File: src/rtl/vga_screen_seq_pkg.sv
// -----------------------------------------------------------------------------
// vga_screen_seq_pkg
//   Shared definitions for the game-screen sequencer and the pixel generator:
//   screen codes, the 4-bit digit type, the bundle of display-visible values
//   and a saturating round-counter helper.
//   No ports (package).
// -----------------------------------------------------------------------------
package vga_screen_seq_pkg;

  localparam int DIGIT_W = 4;

  typedef logic [DIGIT_W-1:0] digit_t;

  // Screen codes seen by the pixel generator; values are part of the display contract.
  typedef enum logic [3:0] {
    SCR_IDLE      = 4'd0,
    SCR_COUNTDOWN = 4'd1,
    SCR_PLAY      = 4'd2,
    SCR_POINT     = 4'd3,
    SCR_OVER_P0   = 4'd4,
    SCR_OVER_P1   = 4'd5
  } screen_t;

  // Everything the display shows; live and committed copies share this layout
  // so a frame commit is a single whole-struct copy.
  typedef struct packed {
    screen_t state;
    digit_t  score0;
    digit_t  score1;
    digit_t  cnt0;
    digit_t  cnt1;
  } screen_view_t;

  // Round number stops at 9 (single display digit).
  function automatic digit_t sat_inc9(input digit_t d);
    return (d >= 4'd9) ? 4'd9 : d + 4'd1;
  endfunction

endpackage

File: src/rtl/vga_screen_seq_if.sv
// -----------------------------------------------------------------------------
// vga_screen_seq_if
//   Bundle between game logic / VGA timing and the screen sequencer.
//   master : drives start, p0_point, p1_point, vsync; reads the committed
//            state, score0, score1, cnt0, cnt1.
//   slave  : the sequencer side (mirror of master).
// -----------------------------------------------------------------------------
interface vga_screen_seq_if;
  import vga_screen_seq_pkg::*;

  logic   start;     // one-cycle pulse: start game / acknowledge game over
  logic   p0_point;  // one-cycle pulse: player 0 scored
  logic   p1_point;  // one-cycle pulse: player 1 scored
  logic   vsync;     // VGA vsync, active-low, asynchronous to clk
  logic [3:0] state; // committed screen code
  digit_t score0;    // committed player 0 score
  digit_t score1;    // committed player 1 score
  digit_t cnt0;      // committed seconds remaining
  digit_t cnt1;      // committed round number

  modport master (
    output start, p0_point, p1_point, vsync,
    input  state, score0, score1, cnt0, cnt1
  );

  modport slave (
    input  start, p0_point, p1_point, vsync,
    output state, score0, score1, cnt0, cnt1
  );

endinterface

File: src/rtl/vga_screen_seq_sec_tick_gen.sv
// -----------------------------------------------------------------------------
// sec_tick_gen
//   One-second prescaler. Counts 0..CLK_HZ-1 and pulses tick for the cycle in
//   which the count sits at CLK_HZ-1 (the wrap). clr restarts the count at 0,
//   so the first tick after a clr lands exactly CLK_HZ cycles later.
//   Ports: clk, rst (async, active-high), clr (in), tick (out, 1 cycle).
// -----------------------------------------------------------------------------
module sec_tick_gen #(
  parameter int CLK_HZ = 100_000_000
) (
  input  logic clk,
  input  logic rst,
  input  logic clr,
  output logic tick
);

  localparam int CNT_W = (CLK_HZ > 1) ? $clog2(CLK_HZ) : 1;
  localparam logic [CNT_W-1:0] LAST = CNT_W'(CLK_HZ - 1);

  logic [CNT_W-1:0] count_reg;

  assign tick = (count_reg == LAST);

  always_ff @(posedge clk or posedge rst) begin
    if (rst) begin
      count_reg <= '0;
    end else if (clr || tick) begin
      // clr wins over the wrap so a state entry always restarts a full second
      count_reg <= '0;
    end else begin
      count_reg <= count_reg + 1'b1;
    end
  end

endmodule

File: src/rtl/vga_screen_seq.sv
// -----------------------------------------------------------------------------
// vga_screen_seq
//   Game-screen sequencer: title -> countdown -> play -> point pause -> game
//   over. Holds the live screen state, scores, countdown digit and round
//   number, and republishes them to the display only on a vsync falling edge
//   so a frame never shows a half-updated set of values.
//   Ports:
//     clk  system clock
//     rst  asynchronous active-high reset (clears live and committed values)
//     bus  vga_screen_seq_if.slave: start/p0_point/p1_point/vsync in,
//          state/score0/score1/cnt0/cnt1 out (committed copies)
// -----------------------------------------------------------------------------
module vga_screen_seq
  import vga_screen_seq_pkg::*;
#(
  parameter int CLK_HZ    = 100_000_000,
  parameter int COUNT_SEC = 3,
  parameter int POINT_SEC = 2,
  parameter int WIN_SCORE = 5
) (
  input  logic                clk,
  input  logic                rst,
  vga_screen_seq_if.slave     bus
);

  localparam digit_t COUNT_D = digit_t'(COUNT_SEC);
  localparam digit_t POINT_D = digit_t'(POINT_SEC);
  localparam digit_t WIN_D   = digit_t'(WIN_SCORE);

  screen_view_t live_reg;  // what the game is doing right now
  screen_view_t view_reg;  // what the display is allowed to see

  logic   tick;
  logic   tick_clr;
  logic   one_point;
  digit_t scored_next;
  logic   timer_done;

  // vsync is from another clock domain: two flops, then a third for edge detect.
  // All three rest high so reset never fakes a falling edge.
  logic vs_meta_reg;
  logic vs_sync_reg;
  logic vs_prev_reg;
  logic frame_go;

  sec_tick_gen #(
    .CLK_HZ (CLK_HZ)
  ) u_tick (
    .clk  (clk),
    .rst  (rst),
    .clr  (tick_clr),
    .tick (tick)
  );

  // A tie (both players in the same cycle) counts as no point at all.
  assign one_point   = bus.p0_point ^ bus.p1_point;
  assign scored_next = bus.p0_point ? live_reg.score0 + 4'd1 : live_reg.score1 + 4'd1;
  assign timer_done  = tick && (live_reg.cnt0 <= 4'd1);

  // Restart the prescaler on every entry to a timed screen (COUNTDOWN or POINT).
  always_comb begin
    tick_clr = 1'b0;
    case (live_reg.state)
      SCR_IDLE:  tick_clr = bus.start;
      SCR_PLAY:  tick_clr = one_point && (scored_next != WIN_D);
      SCR_POINT: tick_clr = timer_done;
      default:   tick_clr = 1'b0;
    endcase
  end

  always_ff @(posedge clk or posedge rst) begin
    if (rst) begin
      live_reg <= '0;
    end else begin
      case (live_reg.state)
        SCR_IDLE: begin
          if (bus.start) begin
            live_reg.state  <= SCR_COUNTDOWN;
            live_reg.score0 <= '0;
            live_reg.score1 <= '0;
            live_reg.cnt0   <= COUNT_D;
            live_reg.cnt1   <= sat_inc9(live_reg.cnt1);
          end
        end

        SCR_COUNTDOWN: begin
          if (timer_done) begin
            live_reg.state <= SCR_PLAY;
            live_reg.cnt0  <= '0;
          end else if (tick) begin
            live_reg.cnt0 <= live_reg.cnt0 - 4'd1;
          end
        end

        SCR_PLAY: begin
          if (one_point) begin
            if (bus.p0_point) live_reg.score0 <= scored_next;
            else              live_reg.score1 <= scored_next;
            // Leaving PLAY on the winning point is what keeps scores <= WIN_SCORE.
            if (scored_next == WIN_D) begin
              live_reg.state <= bus.p0_point ? SCR_OVER_P0 : SCR_OVER_P1;
              live_reg.cnt0  <= '0;
            end else begin
              live_reg.state <= SCR_POINT;
              live_reg.cnt0  <= POINT_D;
            end
          end
        end

        SCR_POINT: begin
          if (timer_done) begin
            live_reg.state <= SCR_COUNTDOWN;
            live_reg.cnt0  <= COUNT_D;
            live_reg.cnt1  <= sat_inc9(live_reg.cnt1);
          end else if (tick) begin
            live_reg.cnt0 <= live_reg.cnt0 - 4'd1;
          end
        end

        SCR_OVER_P0, SCR_OVER_P1: begin
          if (bus.start) live_reg <= '0;
        end

        default: live_reg <= '0;  // unused codes fall back to the title screen
      endcase
    end
  end

  assign frame_go = vs_prev_reg & ~vs_sync_reg;

  always_ff @(posedge clk or posedge rst) begin
    if (rst) begin
      vs_meta_reg <= 1'b1;
      vs_sync_reg <= 1'b1;
      vs_prev_reg <= 1'b1;
    end else begin
      vs_meta_reg <= bus.vsync;
      vs_sync_reg <= vs_meta_reg;
      vs_prev_reg <= vs_sync_reg;
    end
  end

  // Whole-struct copy: a same-cycle live update lands next frame, never half-applied.
  always_ff @(posedge clk or posedge rst) begin
    if (rst) begin
      view_reg <= '0;
    end else if (frame_go) begin
      view_reg <= live_reg;
    end
  end

  assign bus.state  = view_reg.state;
  assign bus.score0 = view_reg.score0;
  assign bus.score1 = view_reg.score1;
  assign bus.cnt0   = view_reg.cnt0;
  assign bus.cnt1   = view_reg.cnt1;

endmodule

File: src/flat_wrapper.sv
// flat-port wrapper written by rule: the top's interface ports become plain ports
module vga_screen_seq_flat import vga_screen_seq_pkg::*;
#(
  parameter int CLK_HZ    = 100_000_000,
  parameter int COUNT_SEC = 3,
  parameter int POINT_SEC = 2,
  parameter int WIN_SCORE = 5
)
  (clk, rst, bus_start, bus_p0_point, bus_p1_point, bus_vsync, bus_state, bus_score0, bus_score1, bus_cnt0, bus_cnt1);
  vga_screen_seq_if bus_i ();
  input  logic clk;
  input  logic rst;
  input wire logic [$bits(bus_i.start)-1:0] bus_start;
  input wire logic [$bits(bus_i.p0_point)-1:0] bus_p0_point;
  input wire logic [$bits(bus_i.p1_point)-1:0] bus_p1_point;
  input wire logic [$bits(bus_i.vsync)-1:0] bus_vsync;
  output wire logic [$bits(bus_i.state)-1:0] bus_state;
  output wire logic [$bits(bus_i.score0)-1:0] bus_score0;
  output wire logic [$bits(bus_i.score1)-1:0] bus_score1;
  output wire logic [$bits(bus_i.cnt0)-1:0] bus_cnt0;
  output wire logic [$bits(bus_i.cnt1)-1:0] bus_cnt1;
  assign bus_i.start = bus_start;
  assign bus_i.p0_point = bus_p0_point;
  assign bus_i.p1_point = bus_p1_point;
  assign bus_i.vsync = bus_vsync;
  assign bus_state = bus_i.state;
  assign bus_score0 = bus_i.score0;
  assign bus_score1 = bus_i.score1;
  assign bus_cnt0 = bus_i.cnt0;
  assign bus_cnt1 = bus_i.cnt1;
  vga_screen_seq #(.CLK_HZ(CLK_HZ), .COUNT_SEC(COUNT_SEC), .POINT_SEC(POINT_SEC), .WIN_SCORE(WIN_SCORE)) u_core (.clk(clk), .rst(rst), .bus(bus_i));
endmodule
File: config.mk
export PLATFORM = sky130hd
export DESIGN_NAME = vga_screen_seq_flat
export DESIGN_NICKNAME = d
export VERILOG_FILES = /design/src/rtl/vga_screen_seq_pkg.sv /design/src/rtl/vga_screen_seq_if.sv /design/src/rtl/vga_screen_seq_sec_tick_gen.sv /design/src/rtl/vga_screen_seq.sv /design/src/flat_wrapper.sv
export SDC_FILE = /design/constraint.sdc
export NUM_CORES = 1
export LEC_CHECK = 0
export CAP_MARGIN = 20
export CORE_ASPECT_RATIO = 0.7
export CORE_MARGIN = 4
export CORE_UTILIZATION = 53
export CTS_BUF_LIST = sky130_fd_sc_hd__clkbuf_16
export CTS_CLUSTER_SIZE = 25
export DETAILED_ROUTE_END_ITERATION = 8
export GPL_ROUTABILITY_DRIVEN = 0
export PLACE_DENSITY_LB_ADDON = 0.25
export SYNTH_ARGS = -nofsm -noshare
export SYNTH_HDL_FRONTEND = slang
export SYNTH_SLANG_ARGS = --single-unit
File: constraint.sdc
create_clock -name clk -period 1.95 [get_ports clk]
set_input_delay 0.2925 -clock clk [delete_from_list [all_inputs] [get_ports clk]]
set_output_delay 0.2925 -clock clk [all_outputs]
set_load 0.1 [all_outputs]
Yosys cells after proc, flatten, opt, wreduce, memory -nomap -nowiden. Cells that the tools add are included.

Output and inout port bits: 20. Logic and storage cells: 75. Flip-flop bits (word level): 70.

Reductions and logical operators: 12. $add $sub $neg: 5. Equal/unequal tests: 15. Mux-type cells: 22. Bitwise operators: 5. Order comparisons: 2.

Operators by type and width (count): $mux 4 (11); $mux 20 (2); $pmux 4 s5 (2); $pmux 8 s4 (1); $add 27x1->27 const B (1); $eq 27x27->1 const B (1); $mux 27 (1); $mux 16 (1); $pmux 4 s4 (1); $reduce_and 5->1 (3); $add 4x1->4 const B (3); $eq 4x3->1 const B (3); $eq 4x2->1 const B (2); $ne 2x2->1 const B (4); $ne 2x1->1 const B (3); $reduce_or 2->1 (3); $eq 4x1->1 const B (1); $ge 4x4->1 const B (1); $le 4x1->1 const B (1); $logic_not 4->1 (1); $ne 4x3->1 const B (1); $reduce_and 4->1 (1); $sub 4x1->4 const B (1); $not 1->1 (3); 8 further kinds (9).

Logic depth before layout (Yosys ltp). Gate-level depths: netlist of the first run.

Depth in word-level cells: 7. Depth in mapped cells: 12. Mapped depth without buffers: 8.

Hierarchy. Synthesis of the first run repeated with hierarchy kept, for this count alone.

Cell total of the unflattened synthesis: 356. Area, all modules: 3543.4 sq um.

Modules (own cells, without submodules): vga_screen_seq (times used 1, seq. area each 1029.7 sq um, area each 2069.5 sq um, cells an instance 202); sec_tick_gen (times used 1, seq. area each 675.6 sq um, area each 1473.9 sq um, cells an instance 154).

Worst setup path before layout of the first run. Ideal clock, no wire load.

Kind: input to register. Start: input port bus_p0_point. End: register u_core.u_tick.count_reg[16]. Arrival: 2.464 ns. Data required time: 1.877 ns. Stages on the path: 12. Setup time: 0.073 ns. Slack: -0.586 ns. Path through: clkbuf_1 -> clkbuf_1 -> mux2i_1 -> inv_1 -> ha_1 -> nand2b_1 -> mux2i_1 -> a31oi_1 -> a211o_2 -> buf_6 -> buf_8 -> nor2_1.

Longest elaborated chain between the ends: 6.

RTL lines: start: declaration (RTL line flat_wrapper.sv:14) `input wire logic [$bits(bus_i.p0_point)-1:0] bus_p0_point;`; $mux 4 (RTL line vga_screen_seq.sv:57) `assign scored_next = bus.p0_point ? live_reg.score0 + 4'd1 : live_reg.score1 + 4'd1;`; $ne 4x3->1 (RTL line vga_screen_seq.sv:65) `SCR_PLAY: tick_clr = one_point && (scored_next != WIN_D);`; $logic_and 1x1->1 (*) (RTL line vga_screen_seq.sv:65); $pmux 1 s3 (*) (RTL line vga_screen_seq.sv:63) `case (live_reg.state)`; $logic_or 1x1->1 (*) (RTL line vga_screen_seq_sec_tick_gen.sv:27) `end else if (clr || tick) begin`; $mux 27 (*) (RTL line vga_screen_seq_sec_tick_gen.sv:27); end signal: assignment (RTL line vga_screen_seq_sec_tick_gen.sv:31) `count_reg <= count_reg + 1'b1;`; end: declaration (RTL line vga_screen_seq_sec_tick_gen.sv:20) `logic [CNT_W-1:0] count_reg;`.

Mark *: on every way between the ends. The rest lies on a longest branch, timed or not. A chain may end at the register's enable or synchronous reset.

Worst setup path in the final report of the first run.
Start: register u_core.u_tick.count_reg[10]. End: register u_core.u_tick.count_reg[9].

Longest elaborated chain between the ends: 5.

RTL lines: $eq 27x27->1 (*) (RTL line vga_screen_seq_sec_tick_gen.sv:22) `assign tick = (count_reg == LAST);`; $logic_and 1x1->1 (RTL line vga_screen_seq.sv:58) `assign timer_done = tick && (live_reg.cnt0 <= 4'd1);`; $pmux 1 s3 (RTL line vga_screen_seq.sv:63); $logic_or 1x1->1 (*) (RTL line vga_screen_seq_sec_tick_gen.sv:27); $mux 27 (*) (RTL line vga_screen_seq_sec_tick_gen.sv:27).

Marks and branches as above.

==> metrics.yaml, run 1 <==
die-area_um2: 7950
power_mw: 3.92
start_kind: "flip-flop"
cts.path.max_buffers: 2
cts_tree: "yes"
timing.final.crit_share_pct: 103
power_frac_comb_pct: 16.9
synthCells: 342
slew_headroom_pct: 62.5
first_iter_violations: 138
antenna_found_initial: 0
async_flop_share_pct: 100
cts_hold_buffers: 0
num_vias: 2808
fin_skew_ps: 7.81
final_cell_mix: "buf_4, dfrtp_1, nor2_1"
wire_per_inst_um: 14.9
peakVddDrop_mv: 0.737
cp_max_fo: 27
cts_buffers: 9
synth-main-ff-cell: "dfrtp_1"
clkPwrFrac_pct: 39.2
tightest_slew_ps: 560
syn_area_um2: 3480
nFillCells: 440
fin_ws_ps: -63.3
rsz0062_at_grt: "yes"
fp.dieW_um: 105
switching_share_pct: 28.2
antenna_cells: 0
viasPerCell: 5.65
endpoint_kind: "flip-flop"
hold_viol: 0
grt_usage_pct: 20.2
h-tree-depth: 3
nets: 428
switchingPower_mw: 1.11
ys_seq_area_share_pct: 49.0
grt_pass1_vias: 2667
path_class: "reg -> reg"
ant_nets: 0
synth-edff-count: 0
final_cells: 497
violations: "setup timing"
hold_class: "in -> async"
drive_gt1_share_pct: 32.0
yosysWarnings: 0
synth_area_per_cell_um2: 10.2
finalSetupViolCount: 33
path_clk_slew_ps: 60
grt_pass1_wl_um: 12700
seqPwrFrac_pct: 43.9
power.density_nw_per_um2: 875
grt_max_degree: 32
fmax_mhz: 497
start_util_pct: 55.2
period_minus_slack_ps: 2010
largest_reg_flops: 27
coreArea_um2: 6310
report.final.slew_viol_count: 0
hpwl_um: 5230
worstPathRequired_ps: 2160
ios: 26
final_common_cell: "buf_4"
cts-root-buf: "clkbuf_16"
drc_errors: 0
cp.arrival_ps: 2220
leakagePower_nw: 2.12
drv_cap: 0
dpl.cell_count: 478
reg2regPathDepth: 7
area_growth_pct: 28.8
drtPass1Iterations: 5
clock-sinks: 68
routed_wl_um: 7400
yosysUniqueCellTypes: 59
syn-num-nets: 356
port_buffers: 24
rows: 24
ys_seq_elements: 68
grt_overflow: 0
clk_latency_ps: 330
die_h_um: 75.8
power.internal_mw: 2.82
status: "complete, but fails checks"
[area by class of cell]
type	instances	area (µm²)	share of cell area [%]
tap	78	97.6	2.18
timing repair buffer	77	638	14.2
clock inverter	7	58.8	1.31
multi-input combinational	243	1700	37.9
clock buffer	9	225	5.03
sequential	68	1710	38.1
inverter	15	60.1	1.34
[stage by stage]
stage	instance area [µm²]	setup WS (ps)	hold slack [ps]	TNS (ps)	util (%)
CTS	4390	-61.6	333	-1190	69.6
finish	4480	-63.3	330	-1460	71.1
global route	4480	-153	354	-4400	71.1
detailed placement	4090	-565	349	-18380	64.9
floorplan	3540	-156	297	-3430	-
global placement	4090	-457	346	-16250	64.9
[Yosys cell counts (all sizes together) (4+ instances only)]
cell type,count,share of area [%]
nor2,39,4.2
nand2,25,2.7
inv,15,1.6
clkbuf,10,1.1
nand3,13,2.0
nor3,7,1.0
or3,4,0.72
ha,8,2.9
a21oi,8,1.2
xor2,20,5.0
mux2,14,4.5
xnor2,8,2.0
o21ai,24,3.5
nand4,12,2.2
dfrtp,65,47
buf,6,1.9
nand2b,4,0.72
mux2i,6,1.7
[critical path, stage by stage, from the launching register on]
cell and delay (ps):
dfrtp_1 370, or4b_4 550, nor4_4 300, buf_4 170, and2_4 150, a211o_2 120
buf_12 170, nor2_1 60
[final timing paths]
| kind | startpoint | endpoint | slack (ps) |
|---|---|---|---|
| worst max-delay path | u_core.u_tick.count_reg[10] | u_core.u_tick.count_reg[9] | -60 |
| worst min-delay path | rst | u_core.bus.score0[0] | 330 |
| worst max register to register | u_core.u_tick.count_reg[10] | u_core.u_tick.count_reg[9] | -60 |
| worst min register to register | u_core.vs_meta_reg | u_core.vs_sync_reg | 350 |
| max in group asynchronous | rst | u_core.vs_prev_reg | 1100 |
| min in group clk | u_core.vs_meta_reg | u_core.vs_sync_reg | 350 |
[logic make-up after synthesis]
kind of cell / Yosys count / synth area share [%]
flops: 68 / 49.0
other cells: 1 / 0.108
xor+xnor: 28 / 7.05
simple gates: 128 / 19.4
mux: 20 / 6.25
buf+inv: 31 / 4.56
compound gates: 58 / 10.8
fa+ha+maj: 8 / 2.88
[repair_timing]
item / 4_1_cts / 5_1_grt
gates resized for setup: 3 / 20
gates cloned: 0 / 0
endpoints found under the setup margin: 37 / 38
pin swaps: 6 / 6
setup buffers: 1 / 2
[per-layer routing]
| metal | vias to the layer above | global-route usage [%] | wire (µm) |
|---|---|---|---|
| met5 | - | 0 | 0 |
| met2 | 111 | 30.3 | 3280 |
| met1 | 1335 | 27.8 | 3500 |
| met3 | 17 | 7.11 | 536 |
| met4 | 0 | 6.99 | 88 |
| li1 | 1345 | - | - |
[power groups by stage]
stage	Clock, mW	Combinational (mW)	Sequential (mW)
2_1_floorplan	0	0.335	1.86
3_3_place_gp	0	0.630	1.73
3_5_place_dp	0	0.657	1.74
4_1_cts	1.57	0.660	1.72
5_1_grt	1.63	0.725	1.75
6_report	1.54	0.661	1.72
Power figures use the tool's default switching activity.
==> run 2, diff against run 1 <==
==> constraint.sdc (replaced) <==
create_clock -name clk -period 1.7 [get_ports clk]
set_input_delay 0.255 -clock clk [delete_from_list [all_inputs] [get_ports clk]]
set_output_delay 0.255 -clock clk [all_outputs]
set_load 0.1 [all_outputs]
==> metrics.yaml, run 2 (same netlist as run 1, synthesis figures left out) <==
grt_max_degree: 34  # was 32
crit_buf_inv: 2  # unchanged
timing.hold.ws_ps: 211  # was 330 ps
routed_wl_um: 10600  # was 7400 µm
ant_nets: 0  # unchanged
ios: 26  # unchanged
hold_class: "in -> async"  # unchanged
setup_tns_ps: -15250  # was -1460 ps
cts.path.max_buffers: 2  # unchanged
power_mw: 4.76  # was 3.92 mW
drc_errors: 0  # unchanged
report.final.slew_viol_count: 0  # unchanged
crit_family: "compound AO/OA/AOI/OAI gates"  # was simple AND/OR/NAND/NOR gates
cp_max_fo: 7  # was 27
timing.final.crit_share_pct: 128  # was 103%
antenna_cells: 0  # unchanged
fin_ws_ps: -481  # was -63.3 ps
cts-root-buf: "clkbuf_16"  # unchanged
grt_overflow: 0  # unchanged
clk_latency_ps: 330  # about the same
leakagePower_nw: 2.43  # was 2.12 nW
fp.dieW_um: 105  # unchanged
drtPass1Iterations: 6  # was 5
final_cell_area_um2: 5280  # was 4480 µm²
worstPathRequired_ps: 1960  # was 2160 ps
violations: "setup timing"  # unchanged
cts_buffers: 9  # unchanged
path_class: "reg -> reg"  # unchanged
finalSetupViolCount: 43  # was 33
final_cells: 535  # was 497
start_util_pct: 55.2  # unchanged
largest_reg_flops: 27  # unchanged
antenna_found_initial: 0  # unchanged
fin_util_pct: 83.7  # was 71.1%
drive_gt1_share_pct: 44.2  # was 32.0%
cts_tree: "yes"  # unchanged
path_cells: "buf_4, and4_1, o21ai_0, a31oi_2, a211o_4, clkbuf_16, nor2_2"  # was or4b_4, nor4_4, buf_4, and2_4, a211o_2, buf_12, nor2_1
final_cell_mix: "buf_4, dfrtp_1, nand2_1"  # was buf_4, dfrtp_1, nor2_1
fin_skew_ps: 7.01  # was 7.81 ps
grt_usage_pct: 23.3  # was 20.2%
place_ws_ps: -814  # was -565 ps
port_buffers: 24  # unchanged
grt_pass1_vias: 3046  # was 2667
hpwl_um: 5890  # was 5230 µm
rsz0062_at_grt: "yes"  # unchanged
final_common_cell: "buf_4"  # unchanged
nets: 466  # was 428
grt_pass1_wl_um: 14400  # was 12700 µm
die-area_um2: 7950  # unchanged
coreArea_um2: 6310  # unchanged
period_minus_slack_ps: 2180  # was 2010 ps
max_stage_delay_ps: 450  # was 550 ps
cp.arrival_ps: 2440  # was 2220 ps
endpoint_kind: "flip-flop"  # unchanged
fmax_mhz: 458  # was 497 MHz
h-tree-depth: 3  # unchanged
path_clk_slew_ps: 50  # was 60 ps
power.density_nw_per_um2: 903  # was 875 nW/µm²
rows: 24  # unchanged
dpl.cell_count: 507  # was 478
hold_viol: 0  # unchanged
die_h_um: 75.8  # unchanged
area_growth_pct: 51.6  # was 28.8%
first_iter_violations: 245  # was 138
peakVddDrop_mv: 1.08  # was 0.737 mV
viasPerCell: 6.06  # was 5.65
crit_path_top_delay_cell: "a211o_4"  # was or4b_4
num_vias: 3244  # was 2808
wire_per_inst_um: 19.8  # was 14.9 µm
clock-sinks: 68  # unchanged
start_kind: "flip-flop"  # unchanged
drv_cap: 0  # unchanged
status: "complete, but fails checks"  # unchanged
dpl_cell_area_um2: 4540  # was 4090 µm²
## run 2: cell count changes in the layout (fill, tap and decap cells not counted), moves of 5 or more
cell | before | now
nor2_2 | 3 | 10
nor2_1 | 36 | 10
o21ai_0 | 22 | 13
buf_4 | 66 | 83
o21ai_1 | 1 | 9
nor2_4 | 0 | 19
buf_12 | 3 | 22
inv_1 | 15 | 20
## run 2: final timing paths
check | slack, ps | end | depth (start not counted) | startpoint
setup / recovery | -480 | u_core.u_tick.count_reg[9] | 7 | u_core.live_reg[13]
hold / removal | 210 | u_core.live_reg[12] | 2 | rst
setup reg to reg | -480 | u_core.u_tick.count_reg[9] | 7 | u_core.live_reg[13]
hold reg to reg | 360 | u_core.vs_sync_reg | 0 | u_core.vs_meta_reg
max in group asynchronous | 1030 | u_core.live_reg[3] | 3 | rst
min in group clk | 340 | u_core.vs_meta_reg | 1 | bus_vsync
## run 2: repair_timing
action / CTS / global route
gates resized for setup: 12 / 75
endpoints found under the hold margin: 0 / 0
hold buffers: 0 / 0
setup endpoints to repair: 46 / 46
cloned: 0 / 3
pin swaps: 8 / 16
setup buffers: 5 / 5
## run 2: metal layers
layer	track usage (%)	vias up	share of wire, %
met5	0	-	0
met4	11.1	0	3.5
met3	6.44	43	6.1
met2	38.9	157	49
met1	28.8	1617	42
li1	-	1427	-
## run 2: final cells by class
type | count | area (µm²)
clock inverter | 7 | 26.3
sequential | 68 | 1710
tap | 78 | 97.6
multi-input combinational | 243 | 1970
inverter | 15 | 60.1
clock buffer | 9 | 225
timing repair buffer | 115 | 1200
fill | 292 | 1030
## run 2: power by group
group	switching, mW	internal, mW
combinational	0.652	0.568
clock	0.632	0.947
sequential	0.157	1.81
